==> src/rtl/ysyx_22041207_pipe_ctrl.sv <==
// Pipeline hazard controller: load-use stalls, redirect flushes and data-memory waits,
// with a sticky memory-timeout flag and stall/flush performance counters.
module ysyx_22041207_pipe_ctrl #(
  parameter int TIMEOUT = 255
) (
  input  logic        clk,
  input  logic        rst,
  input  logic [4:0]  id_rs1addr,
  input  logic [4:0]  id_rs2addr,
  input  logic        id_uses_rs1,
  input  logic        id_uses_rs2,
  input  logic [4:0]  ex_rwaddr,
  input  logic        ex_writeRD,
  input  logic        ex_memoryReadWen,
  input  logic        ex_redirect,
  input  logic        mem_req,
  input  logic        mem_ready,
  output logic        pc_stall,
  output logic        if_id_bubble,
  output logic        if_id_flush,
  output logic        id_ex_bubble,
  output logic        id_ex_flush,
  output logic        clear_afterID,
  output logic        ex_mem_bubble,
  output logic        mem_timeout,
  output logic [31:0] stall_cnt,
  output logic [31:0] flush_cnt,
  output logic [1:0]  state_o
);

  typedef enum logic [1:0] {
    RUN   = 2'd0,
    MWAIT = 2'd1,
    FLUSH = 2'd2
  } state_t;

  // The wait counter is only 8 bits wide, so larger limits clamp to its saturation value.
  localparam logic [7:0] TIMEOUT_LIM = (TIMEOUT > 255) ? 8'hFF : TIMEOUT[7:0];

  state_t     state;
  state_t     next_state;
  logic [7:0] wait_cnt;
  logic [7:0] wait_inc;
  logic       mwait_cond;
  logic       lduse;
  logic       rs1_hit;
  logic       rs2_hit;

  assign mwait_cond = mem_req & ~mem_ready;
  assign rs1_hit    = id_uses_rs1 & (id_rs1addr == ex_rwaddr);
  assign rs2_hit    = id_uses_rs2 & (id_rs2addr == ex_rwaddr);
  assign lduse      = ex_memoryReadWen & ex_writeRD & (ex_rwaddr != 5'd0) & (rs1_hit | rs2_hit);
  assign wait_inc   = (wait_cnt == 8'hFF) ? 8'hFF : wait_cnt + 8'd1;
  assign state_o    = state;

  always_ff @(posedge clk or posedge rst) begin
    if (rst) begin
      state <= RUN;
    end else begin
      state <= next_state;
    end
  end

  // Priority is memory wait, then redirect, then load-use; controls are masked while in reset.
  always_comb begin
    next_state    = RUN;
    pc_stall      = 1'b0;
    if_id_bubble  = 1'b0;
    if_id_flush   = 1'b0;
    id_ex_bubble  = 1'b0;
    id_ex_flush   = 1'b0;
    clear_afterID = 1'b0;
    ex_mem_bubble = 1'b0;
    if (mwait_cond) begin
      pc_stall      = 1'b1;
      if_id_bubble  = 1'b1;
      id_ex_bubble  = 1'b1;
      ex_mem_bubble = 1'b1;
      next_state    = MWAIT;
    end else if (ex_redirect) begin
      if_id_flush = 1'b1;
      id_ex_flush = 1'b1;
      next_state  = FLUSH;
    end else begin
      case (state)
        FLUSH: if_id_flush = 1'b1;
        RUN: begin
          if (lduse) begin
            pc_stall      = 1'b1;
            if_id_bubble  = 1'b1;
            clear_afterID = 1'b1;
          end
        end
        default: next_state = RUN;
      endcase
    end
    if (rst) begin
      pc_stall      = 1'b0;
      if_id_bubble  = 1'b0;
      if_id_flush   = 1'b0;
      id_ex_bubble  = 1'b0;
      id_ex_flush   = 1'b0;
      clear_afterID = 1'b0;
      ex_mem_bubble = 1'b0;
    end
  end

  // Each held memory-wait cycle counts; the first non-waiting cycle clears the count.
  always_ff @(posedge clk or posedge rst) begin
    if (rst) begin
      wait_cnt    <= 8'd0;
      mem_timeout <= 1'b0;
    end else if (mwait_cond) begin
      wait_cnt <= wait_inc;
      if (wait_inc >= TIMEOUT_LIM) begin
        mem_timeout <= 1'b1;
      end
    end else begin
      wait_cnt <= 8'd0;
    end
  end

  always_ff @(posedge clk or posedge rst) begin
    if (rst) begin
      stall_cnt <= 32'd0;
      flush_cnt <= 32'd0;
    end else begin
      if (pc_stall) begin
        stall_cnt <= stall_cnt + 32'd1;
      end
      if (id_ex_flush) begin
        flush_cnt <= flush_cnt + 32'd1;
      end
    end
  end

endmodule

==> config.mk <==
export PLATFORM = sky130hd
export DESIGN_NAME = ysyx_22041207_pipe_ctrl
export DESIGN_NICKNAME = d
export VERILOG_FILES = /design/src/rtl/ysyx_22041207_pipe_ctrl.sv
export SDC_FILE = /design/constraint.sdc
export NUM_CORES = 1
export LEC_CHECK = 0
export BUFFER_PORTS_ARGS = -buffer_cell sky130_fd_sc_hd__buf_2
export CORE_ASPECT_RATIO = 0.7
export CORE_UTILIZATION = 54
export CTS_BUF_LIST = sky130_fd_sc_hd__clkbuf_4 sky130_fd_sc_hd__clkbuf_8
export DETAILED_ROUTE_END_ITERATION = 16
export PLACE_DENSITY = 0.93
export SETUP_SLACK_MARGIN = 0.2
export SLEW_MARGIN = 0
export SYNTH_ARGS = -nofsm -noshare
export SYNTH_HDL_FRONTEND = slang
export SYNTH_SLANG_ARGS = --single-unit
==> constraint.sdc <==
create_clock -name clk -period 4.4 [get_ports clk]
set_input_delay 0.44 -clock clk [delete_from_list [all_inputs] [get_ports clk]]
set_output_delay 0.44 -clock clk [all_outputs]
set_load 0.005 [all_outputs]
### Word-level counts from Yosys, hierarchy flattened

Index checks and enable logic that the tools add are counted.

| storage, ports and cells | value |
|---|---|
| bits in registers | 75 |
| logic and storage cells | 44 |

| cells by class | value |
|---|---|
| magnitude comparators | 1 |
| reductions and logical operators | 3 |
| $add $sub $neg | 3 |
| equal/unequal tests | 4 |
| muxes and demuxes | 20 |
| bitwise logic cells | 8 |

Operators by type and width:

| kind | count |
|---|---|
| adder 32 x 1 -> 32 bit (second input constant) | 2 |
| 2-to-1 mux 1 bit | 16 |
| 2-to-1 mux 8 bit | 2 |
| equality test 5 bit | 2 |
| adder 8 x 1 -> 8 bit (second input constant) | 1 |
| equality test 8 bit (second input constant) | 1 |
| greater-or-equal comparator 8 bit (second input constant) | 1 |
| AND 1 bit | 6 |
| nonzero test 5 bit | 1 |
| 2-to-1 mux 2 bit | 2 |
| equality test 2 bit (second input constant) | 1 |
| logical NOT 2 bit | 1 |
| AND reduction 2 bit | 1 |
| inverter 1 bit | 1 |
| OR 1 bit | 1 |

### Logic depth before layout (Yosys ltp)

Gate-level depths: netlist of the first run.

| logic depth | value |
|---|---|
| depth in word-level cells | 9 |
| depth in mapped cells | 7 |
| depth with buffers taken out | 7 |

### Worst setup path after synthesis of the first run

OpenSTA, ideal clock, no wires.

| path | value |
|---|---|
| path type | in2out |
| start point | input rst |
| end point | output pc_stall |
| path buffers | 2 |
| arrival | 2,982 ps |
| path slack | 978 ps |
| cell stages on the path | 5 |
| path through | inv_1 -> a31oi_1 -> buf_2 -> inv_1 -> buf_4 |

| between the ends | value |
|---|---|
| longest elaborated chain between the ends | 1 |

RTL lines:

| item | RTL line | text |
|---|---|---|
| start: declaration | 7 | `input logic rst,` |
| 2-to-1 mux 1 bit | n/a |  |
| end: declaration | 18 | `output logic pc_stall,` |

No other way between the ends.

### Worst setup path after layout of the first run

| path | value |
|---|---|
| start point | register state[1] (netlist: state_o[1]) |
| end point | output if_id_bubble |

| between the ends | value |
|---|---|
| longest elaborated chain between the ends | 5 |

RTL lines:

| item | RTL line | text |
|---|---|---|
| start: declaration | 40 | `state_t state;` |
| start signal: assignment | 60 | `state <= next_state;` |
| logical NOT 2 bit | 85 | `case (state)` |
| 2-to-1 mux 1 bit | 85 |  |
| 2-to-1 mux 1 bit | 80 | `end else if (ex_redirect) begin` |
| 2-to-1 mux 1 bit | 74 | `if (mwait_cond) begin` |
| 2-to-1 mux 1 bit | 97 | `if (rst) begin` |
| end: declaration | 19 | `output logic if_id_bubble,` |

No other way between the ends.

==> metrics.txt, run 1 <==
Final Hold Vio Count=0; CP cell instances=nor2_1 > nand4_1 > a21oi_1 > a31oi_1 > buf_4 > inv_1 > buf_2; first-pass GRT wire length=13300 um; Crit path largest cell delay=0.40 ns; gr ovfl total=0; pwr dens=344 nW/um2; # diodes=0; Req. time, crit path=3.96 ns; fin cells=543; PostCTS Resize Cnt=0; Worst R2R Path Depth=6; clk sink count=75; #FFs+latches synth=75; pins over their slew limit=0; Buffers & Inverters on Critical Path=3; worst clock skew=0.00522 ns; DRT Pass-1 Iters=4; clock buffer count from CTS=9; initial DRC count=153; post-route ant nets=0; Setup crit end kind=output pin; FFs w/ async S/R, synth=100%; vias per inst=5.35; DR WL/cell=14.6 um; P&R area growth vs syn=21.0%; # nets final=475; Net Count, Synth=370; chip height=70.9 um; Placed Instance Area=4240 um2; CP Max Fanout=15; Core Rows=24; Post-synth EDFFs=0; Slew HR=39.3%; synthesized cell area=3660 um2; synthesis warning total=0; dominant synthesized flop cell=dfrtp_1; Crit. path cell count=7; largest net degree at the start of global routing=76; HPWL after DPL=5770 um; initial antenna violation count=0; Synth cell types=41; Hold Crit Class=input pin to register; Core Region=6400 um2; highest clock rate=440 MHz; CP Class=register to output pin; Worst EP arrival=1.83 ns; vias in the first global route=2875; Max clock buf depth=2; share of cells above drive strength 1=29.9%; Finished Cell Area=4430 um2; worst vdd ir=0.238 mV; total number of vias=2907; Total Neg Setup Slack=0 ns; total track usage=24.2%; status=finished, final reports clean; Skew-Pair Late Insertion Delay=0.35 ns; Worst Hold Path Cells=3; Cells after DPL=528; post-layout min period=2.27 ns; delay-heaviest family, CP=flip-flops; sequential share of the synthesized area=51.3%; H-tree depth=3; Syn Area/Cell=10.7 um2; CTS clock-pin slew for the worst setup and hold paths=0.07 ns; Die Width=100 um; unrepaired setup endpoints after global routing=no; drt drc=0; CTS tree=yes; full die area=7110 um2; routed wire length=7950 um; setup bufs post-CTS=0; Buffers on Ports=97; fin crit share=51.6%; Worst Tran Pin Value=0.910 ns; Critical Path Source Type=register; maxcap violations=0; R2R Setup Slk=2.16 ns; Initial Utilization=57.2%; Tot Pwr=1.52 mW; io pins=98; P_leak=2.32 nW; slowest library cell on the worst path=dfrtp_1; # setup viols final=0; Root Buffer=clkbuf_8; GP Congestion=0.857; Post-CTS Hold Buffers=0; Cells after Synth=343
==> per-stage QoR <==
| step | hold slack [ns] | setup slack [ns] | util, % |
|---|---|---|---|
| after detailed placement | 0.453 | 1.99 | 66.4 |
| after floorplan | 0.460 | 0.978 | - |
| after global routing | 0.428 | 1.93 | 69.2 |
| after global placement | 0.452 | 2.04 | 66.4 |
| after CTS | 0.384 | 2.11 | 69.2 |
| final | 0.397 | 2.13 | 69.2 |
==> routing by layer <==
layer | track usage, % | up-vias | share of wire, %
met5 | 0 | - | 0
met4 | 9.82 | 0 | 2.1
met3 | 6.42 | 17 | 5.1
met2 | 38.5 | 89 | 49
met1 | 31.9 | 1435 | 44
li1 | - | 1366 | -
==> Yosys cell counts (3+ instances only) <==
| library cell | number | area (um2) |
|---|---|---|
| nand3_1 | 14 | 70.1 |
| inv_1 | 15 | 56.3 |
| nor4_1 | 4 | 25.0 |
| dfrtp_1 | 75 | 1880 |
| and3_1 | 8 | 50.1 |
| xor2_1 | 39 | 342 |
| a21oi_1 | 12 | 60.1 |
| nor4_2 | 3 | 37.5 |
| xnor2_1 | 36 | 315 |
| nand4_1 | 10 | 62.6 |
| and4_1 | 5 | 43.8 |
| nor3_1 | 17 | 85.1 |
| nand2_1 | 37 | 139 |
| ha_1 | 3 | 37.5 |
| nor2_1 | 32 | 120 |
==> sequential cells by signal, indices dropped and copies added, names as in the netlist <==
register,cells
flush_cnt,32
mem_timeout,1
stall_cnt,32
state_o,2
wait_cnt,8
==> worst min-delay path, stage by stage <==
cell,delay [ns]
buf_2,0.09
inv_1,0.07
nor2_1,0.10
==> final cells by class <==
type / count / area (um2)
Timing Repair Buffer: 99 / 500
Fill cell: 509 / 1970
Inverter: 16 / 60.1
Clock inverter: 2 / 10.0
Clock buffer: 13 / 173
Multi-Input combinational cell: 247 / 1690
Sequential cell: 75 / 1880
Tap cell: 91 / 114
==> placed cells by master, fill, tap and decap left out, types with 2 or more instances in the layout <==
| cell | netlist | routed |
|---|---|---|
| nand3_4 | 2 | 2 |
| and3_1 | 8 | 8 |
| a31oi_1 | 2 | 2 |
| nor3_4 | 2 | 2 |
| nor3_2 | 2 | 2 |
| ha_1 | 3 | 3 |
| buf_4 | 2 | 2 |
| nand3_1 | 14 | 14 |
| nor4_2 | 3 | 3 |
| xnor2_1 | 36 | 36 |
| mux2_2 | 2 | 2 |
| nor4_1 | 4 | 4 |
| nand2_1 | 37 | 37 |
| and4_1 | 5 | 5 |
| nor2_1 | 32 | 32 |
| nand4_1 | 10 | 10 |
| a21oi_1 | 12 | 12 |
| nor3_1 | 17 | 17 |
| xor2_1 | 39 | 39 |
| clkbuf_8 | 0 | 12 |
| inv_1 | 15 | 14 |
| inv_2 | 1 | 2 |
| clkinv_2 | 0 | 2 |
| dfrtp_1 | 75 | 75 |
| buf_2 | 2 | 97 |
==> cells by family after synthesis <==
kind of cell / Yosys count / share of synthesized area (%)
buf+inv: 21 / 2.43
mux: 2 / 0.616
compound gates: 21 / 4.48
fa+ha+maj: 3 / 1.03
flops: 75 / 51.3
xor+xnor: 75 / 18.0
simple gates: 146 / 22.2
==> path summary, 6_finish.rpt <==
| check | startpoint | endpoint |
|---|---|---|
| worst max-delay path | state_o[1]$_DFF_PP0_ | if_id_bubble |
| min in group asynchronous | rst | stall_cnt[11]$_DFFE_PP0P_ |
| max in group asynchronous | rst | stall_cnt[16]$_DFFE_PP0P_ |
| worst max register to register | stall_cnt[3]$_DFFE_PP0P_ | stall_cnt[29]$_DFFE_PP0P_ |
| worst min-delay path | ex_redirect | state_o[1]$_DFF_PP0_ |
| worst min register to register | stall_cnt[31]$_DFFE_PP0P_ | stall_cnt[31]$_DFFE_PP0P_ |
==> where the power goes <==
part	switching, mW	leakage, nW	internal, mW
logic	0.116	1.23	0.0995
clock network	0.240	0.0987	0.253
registers	0.0712	0.994	0.742
total	0.428	2.32	1.09
(Power assumes the default switching activity.)
==> run 2: changes to the inputs <==
--- a/config.mk
+++ b/config.mk
@@ -5,12 +5,13 @@
 export SDC_FILE = /design/constraint.sdc
 export NUM_CORES = 1
 export LEC_CHECK = 0
+export ABC_AREA = 1
 export BUFFER_PORTS_ARGS = -buffer_cell sky130_fd_sc_hd__buf_2
 export CORE_ASPECT_RATIO = 0.7
-export CORE_UTILIZATION = 54
+export CORE_UTILIZATION = 57
 export CTS_BUF_LIST = sky130_fd_sc_hd__clkbuf_4 sky130_fd_sc_hd__clkbuf_8
 export DETAILED_ROUTE_END_ITERATION = 16
-export PLACE_DENSITY = 0.93
+export PLACE_DENSITY = 0.94
 export SETUP_SLACK_MARGIN = 0.2
 export SLEW_MARGIN = 0
 export SYNTH_ARGS = -nofsm -noshare
==> constraint.sdc (replaced) <==
create_clock -name clk -period 2.15 [get_ports clk]
set_input_delay 0.215 -clock clk [delete_from_list [all_inputs] [get_ports clk]]
set_output_delay 0.215 -clock clk [all_outputs]
set_load 0.005 [all_outputs]
==> metrics.txt, run 2 <==
# diodes=0 (unchanged); Post-synth top cells=231 x nand2_1, 81 x nor2_1, 75 x dfrtp_1, 65 x inv_1, 56 x nand3_1; Critical Path Source Type=register; Core Rows=26 (+8.3%); GP Congestion=0.893 (+4.2%); P&R area growth vs syn=19.2%; Synth Area in Compound Gates=1.51% (-3.0 points); Post-synth EDFFs=0 (unchanged); vias per inst=5.35 (about the same); Yosys top cell by area=dfrtp_1; Root Buffer=clkbuf_8; post-synthesis simple-gate area fraction=40.0% (+18 points); Final Hold Vio Count=0 (unchanged); FFs w/ async S/R, synth=100% (unchanged); R2R Setup Slk=0.39 ns (-1.77 ns); Post-Synth XOR/XNOR Area=8.67% (-9.3 points); CP Class=register to output pin; chip height=76.7 um (+8.3%); Synth cell types=30 (-27%); R2R Path Start=flush_cnt[0]$_DFFE_PP0P_; gr ovfl total=0 (unchanged); Net Count, Synth=656 (+77%); drt drc=0 (unchanged); Place WS=0.423 ns (-1.56 ns); post-route ant nets=0 (unchanged); Sw Share=27.9% (-0.24 points); share of power burned in combinational logic=13.1% (-1.1 points); maxcap violations=0 (unchanged); initial antenna violation count=0 (unchanged); ranking of synthesized cells by area=dfrtp_1 41%, nand2_1 19%, nor2_1 6.7%, nand3_1 6.2%, xor2_1 5.8%; #FFs+latches synth=75 (unchanged); Filler cells=575 (+13%); Syn Area/Cell=7.23 um2 (-32%); DRT Pass-1 Iters=4 (unchanged); Worst R2R Path Depth=9 (+3); fin util=72.1% (+2.9 points); switching pwr=925 uW (+120%); Buffers on Ports=97 (unchanged); total track usage=30.7% (+6.5 points); FF+latch area=1880 um2 (unchanged); mux contribution to synthesized area=0% (-0.62 points); total number of vias=4493 (+55%); io pins=98 (unchanged); clock buffer count from CTS=9 (unchanged); status=finished, final reports clean; vias in the first global route=4431 (+54%); first-pass GRT wire length=20000 um (+50%); Worst EP arrival=1.64 ns (-0.19 ns); most frequent cells in the layout=230 x nand2_1, 97 x buf_2, 81 x nor2_1, 75 x dfrtp_1, 63 x inv_1; Hold Crit Class=input pin to register; main combinational cell family by area after synthesis=simple AND/OR/NAND/NOR gates; # setup viols final=0 (unchanged); worst clock skew=0.0119 ns (+0.00671 ns); Core Region=7510 um2 (+17%); sequential share of the synthesized area=41.3% (-10 points); worst vdd ir=0.360 mV (+51%); Max clock buf depth=2 (unchanged); largest registers=flush_cnt: 32 flops, stall_cnt: 32 flops, wait_cnt: 8 flops; H-tree depth=3 (unchanged); pwr dens=613 nW/um2 (+78%); dominant synthesized flop cell=dfrtp_1; Skew-Pair Late Insertion Delay=0.37 ns (+0.02 ns); Reg power frac=49.1% (-4.3 points); DR WL/cell=13.9 um (-5.3%); clk sink count=75 (unchanged); post-synth top area share=41.3% (-10 points); hold path startpoint=mem_ready; fin worst setup slack=0.297 ns (-1.83 ns); Worst Tran Pin Value=0.970 ns (+0.0594 ns); most common cell after layout, fill and taps aside=nand2_1; CTS clock-pin slew for the worst setup and hold paths=0.08 ns (about the same); largest net degree at the start of global routing=40 (-47%); Worst Hold Path Cells=2 (-1); synthesis warning total=0 (unchanged); RR Endpoint=flush_cnt[30]$_DFFE_PP0P_; P_leak=3.02 nW (+30%); routed wire length=11600 um (+47%); Slew HR=35.1% (-4.2 points); share of cells above drive strength 1=20.2% (-9.7 points); pins over their slew limit=0 (unchanged); CTS tree=yes; HPWL after DPL=8590 um (+49%); Total Neg Setup Slack=0 ns (unchanged); internal cell power=2.39 mW (+120%); Req. time, crit path=1.93 ns (-2.03 ns); Multi-input gate area=2320 um2 (+37%); Tot Pwr=3.32 mW (+120%); Setup crit end kind=output pin; adder-cell share of the synthesized area=0.826% (-0.20 points); highest clock rate=540 MHz; Cells after Synth=629 (+83%); initial DRC count=326 (+110%); Clk pwr share=37.8% (+5.4 points); Initial Utilization=60.5% (+3.3 points); post-layout min period=1.85 ns; CP Max Fanout=3 (-12); synthesized cell area=4550 um2 (+24%); Die Width=109 um (+8.3%); full die area=8340 um2 (+17%); top-count cell post-synth=nand2_1; # nets final=764 (+61%); fin crit share=86.2%; unrepaired setup endpoints after global routing=no; hold path endpoint=state_o[0]$_DFF_PP0_
run 2: cell families after synthesis:
group / after synthesis
XOR/XNOR: 45
flip-flops: 75
buffers and inverters: 81
AO/OA/AOI/OAI: 13
AND/OR/NAND/NOR: 412
adder cells (fa/ha/maj): 3
run 2: worst max-delay path: stages (launching register included):
cell and delay, ns:
dfrtp_1 0.38, nor2_1 0.12, nand4_1 0.15, a21oi_2 0.14
nand2_1 0.10, nand2_2 0.09, nand2_2 0.09, inv_2 0.09
buf_2 0.11
run 2: layer usage:
layer | GRT usage, % | vias up | routed length [um]
li1 | - | 2157 | -
met5 | 0 | - | 0
met1 | 38.4 | 2094 | 4830
met2 | 50.3 | 209 | 5600
met3 | 7.57 | 33 | 899
met4 | 13.5 | 0 | 312
run 2: power by group through the flow:
stage,combinational (mW),sequential (mW),clock (mW)
final,0.434,1.63,1.25
after global routing,0.497,1.64,1.33
after CTS,0.433,1.63,1.26
after detailed placement,0.420,1.65,0
after global placement,0.403,1.64,0
after floorplan,0.234,1.64,0
run 2: timing repair:
action                                 4_1_cts  5_1_grt
hold buffers                                 3        0
pin swaps                                    0        3
gates resized for setup                      2        1
endpoints found under the hold margin       36        0
setup buffers                                0        3
setup endpoints to repair                    2        2
run 2: area by class of cell:
| cell class | count | share of cell area, % |
|---|---|---|
| multi-input combinational | 473 | 42.9 |
| tap | 98 | 2.26 |
| sequential | 75 | 34.6 |
| timing repair buffer | 109 | 11.2 |
| clock buffer | 11 | 2.68 |
| clock inverter | 5 | 1.55 |
| inverter | 69 | 4.80 |
run 2: worst max-delay path by stage:
stage	startpoint	end	slack (ns)	cells after the start
after global placement	stall_cnt[1]$_DFFE_PP0P_	stall_cnt[26]$_DFFE_PP0P_	0.54	10
after floorplan	rst	stall_cnt[10]$_DFFE_PP0P_	0.36	4
final	state_o[0]$_DFF_PP0_	pc_stall	0.30	8
after CTS	state_o[1]$_DFF_PP0_	pc_stall	0.24	8
after detailed placement	flush_cnt[0]$_DFFE_PP0P_	flush_cnt[30]$_DFFE_PP0P_	0.42	9
after global routing	state_o[0]$_DFF_PP0_	if_id_bubble	0.17	8
run 2: stage by stage:
step / cells / hold WS (ns) / cell area, um2
2_1_floorplan: 629 / 0.294 / 4550
3_3_place_gp: 818 / 0.343 / 5120
3_5_place_dp: 818 / 0.353 / 5120
4_1_cts: 837 / 0.0289 / 5390
5_1_grt: 840 / 0.0235 / 5420
6_report: 840 / 0.0386 / 5420
==> run 3: changes to the inputs <==
--- a/config.mk
+++ b/config.mk
@@ -7,7 +7,6 @@
 export LEC_CHECK = 0
 export ABC_AREA = 1
 export BUFFER_PORTS_ARGS = -buffer_cell sky130_fd_sc_hd__buf_2
-export CORE_ASPECT_RATIO = 0.7
 export CORE_UTILIZATION = 57
 export CTS_BUF_LIST = sky130_fd_sc_hd__clkbuf_4 sky130_fd_sc_hd__clkbuf_8
 export DETAILED_ROUTE_END_ITERATION = 16
==> metrics.txt, run 3 (synthesis gave the netlist of run 2 again) <==
full die area=8340 um2 (about the same); HPWL after DPL=8210 um (-4.5%); total number of vias=4450 (-0.96%); Buffers on Ports=97 (unchanged); unrepaired setup endpoints after global routing=no; initial antenna violation count=0 (unchanged); Reg power frac=49.1% (about the same); critical path startpoint=rst; worst vdd ir=0.359 mV (-0.14%); highest clock rate=552 MHz (+2.3%); CP Class=input pin to output pin; routed wire length=11200 um (-3.7%); DRT Pass-1 Iters=5 (+1); Tot Pwr=3.31 mW (-0.28%); Total Neg Setup Slack=0 ns (unchanged); gr ovfl total=0 (unchanged); slowest library cell on the worst path=dlygate4sd3_1; Skew-Pair Late Insertion Delay=0.35 ns (-0.02 ns); Finished Cell Area=5370 um2 (-0.92%); # setup viols final=0 (unchanged); Critical Path Source Type=input pin; Hold Crit Class=input pin to asynchronous set/reset pin; fin crit share=84.2% (-2.0 points); vias per inst=5.30 (-0.96%); share of power burned in combinational logic=12.8% (-0.3 points); worst hold slack=0.0202 ns (-0.0184 ns); Root Buffer=clkbuf_8; largest net degree at the start of global routing=39 (-2.5%); R2R Path Start=flush_cnt[0]$_DFFE_PP0P_; share of cells above drive strength 1=19.4% (-0.84 points); worst clock skew=0.00771 ns (-0.00422 ns); Crit path largest cell delay=0.57 ns (+0.19 ns); pwr dens=617 nW/um2 (+0.65%); Most Frequent Cell on Critical Path=buf_2; status=finished, final reports clean; initial DRC count=306 (-6.1%); largest registers=flush_cnt: 32 flops, stall_cnt: 32 flops, wait_cnt: 8 flops; Place WS=0.449 ns (+0.0255 ns); Core Region=7730 um2 (+2.8%); CP Max Fanout=38 (+35); Setup crit end kind=output pin; drt drc=0 (unchanged); CTS clock-pin slew for the worst setup and hold paths=0.08 ns (about the same); Die Width=91.3 um (-16%); Req. time, crit path=1.93 ns (about the same); P_leak=3.00 nW (-0.60%); clock buffer count from CTS=9 (unchanged); # nets final=760 (-0.52%); Clk pwr share=38.1% (+0.3 points); maxcap violations=0 (unchanged); CP cell instances=buf_2 > clkinv_2 > dlygate4sd3_1 > buf_6 > nand2_2 > inv_1 > buf_2; Slew HR=70.5% (+35 points); Worst Tran Pin Value=0.443 ns (-0.527 ns); fin worst setup slack=0.340 ns (+0.0422 ns); Buffers & Inverters on Critical Path=6 (+4); Max clock buf depth=2 (unchanged); Final Hold Vio Count=0 (unchanged); pins over their slew limit=0 (unchanged); vias in the first global route=4424 (-0.16%); Initial Utilization=58.8% (-1.7 points); most frequent cells in the layout=231 x nand2_1, 97 x buf_2, 81 x nor2_1, 75 x dfrtp_1, 64 x inv_1; switching pwr=897 uW (-3.1%); Placed Instance Area=5110 um2 (-0.15%); P&R area growth vs syn=18.1%; post-route ant nets=0 (unchanged); clk sink count=75 (unchanged); # diodes=0 (unchanged); io pins=98 (unchanged); most common cell after layout, fill and taps aside=nand2_1; DR WL/cell=13.4 um (-3.7%); Core Rows=32 (+23%); first-pass GRT wire length=19300 um (-3.8%); total track usage=28.8% (-2.0 points); post-layout min period=1.81 ns (-0.0422 ns); CTS tree=yes; H-tree depth=3 (unchanged); setup bufs post-CTS=0 (unchanged); internal cell power=2.41 mW (+0.80%); chip height=91.3 um (+19%); delay-heaviest family, CP=buffers and inverters; Sw Share=27.1% (-0.78 points); GP Congestion=0.930 (+4.2%); Worst EP arrival=1.60 ns (-0.04 ns)
run 3: routing by layer:
metal / GRT usage (%) / share of wire (%) / vias to the layer above / routed length, um
li1: - / - / 2144 / -
met2: 49.1 / 50 / 206 / 5600
met3: 6.11 / 7.1 / 37 / 796
met4: 14.8 / 2.9 / 0 / 321
met1: 34.1 / 40 / 2063 / 4490
met5: 0 / 0 / - / 0
run 3: power groups by stage:
stage	Clock, mW	Sequential [mW]	Combinational [mW]
6_report	1.26	1.63	0.423
5_1_grt	1.34	1.64	0.478
4_1_cts	1.27	1.62	0.426
3_5_place_dp	0	1.65	0.417
3_3_place_gp	0	1.64	0.396
2_1_floorplan	0	1.64	0.234
run 3: final cells by class:
| cell class | count | area (um2) |
|---|---|---|
| fill | 587 | 2360 |
| clock buffer | 12 | 159 |
| multi-input combinational | 473 | 2320 |
| timing repair buffer | 105 | 554 |
| tap | 102 | 128 |
| clock inverter | 4 | 72.6 |
| inverter | 69 | 260 |
| sequential | 75 | 1880 |
run 3: per-stage QoR:
stage / utilization [%] / cells
finish: 69.5 / 840
global route: 69.5 / 840
CTS: 69.4 / 840
detailed placement: 66.2 / 822
global placement: 66.2 / 822
floorplan: - / 629
run 3: final timing paths:
path | to | slack [ns] | depth (start not counted)
max | pc_stall | 0.34 | 7
min | flush_cnt[23]$_DFFE_PP0P_ | 0.02 | 3
max reg2reg | flush_cnt[20]$_DFFE_PP0P_ | 0.38 | 7
min reg2reg | mem_timeout$_DFFE_PP0P_ | 0.46 | 2
max in group asynchronous | stall_cnt[22]$_DFFE_PP0P_ | 1.35 | 4
min in group clk | state_o[0]$_DFF_PP0_ | 0.06 | 2
run 3: worst register-to-register path, cell delays in order (launching register included):
cell	delay [ns]
dfrtp_1	0.40
ha_1	0.22
nand3_1	0.12
or2_1	0.26
nor2_2	0.17
nand2_1	0.19
nor3_2	0.18
xor2_1	0.16
run 3: what timing repair did:
action,in CTS,in global routing
hold endpoints to repair,21,0
hold buffers,2,0
endpoints found under the setup margin,0,2
resized for setup,0,1
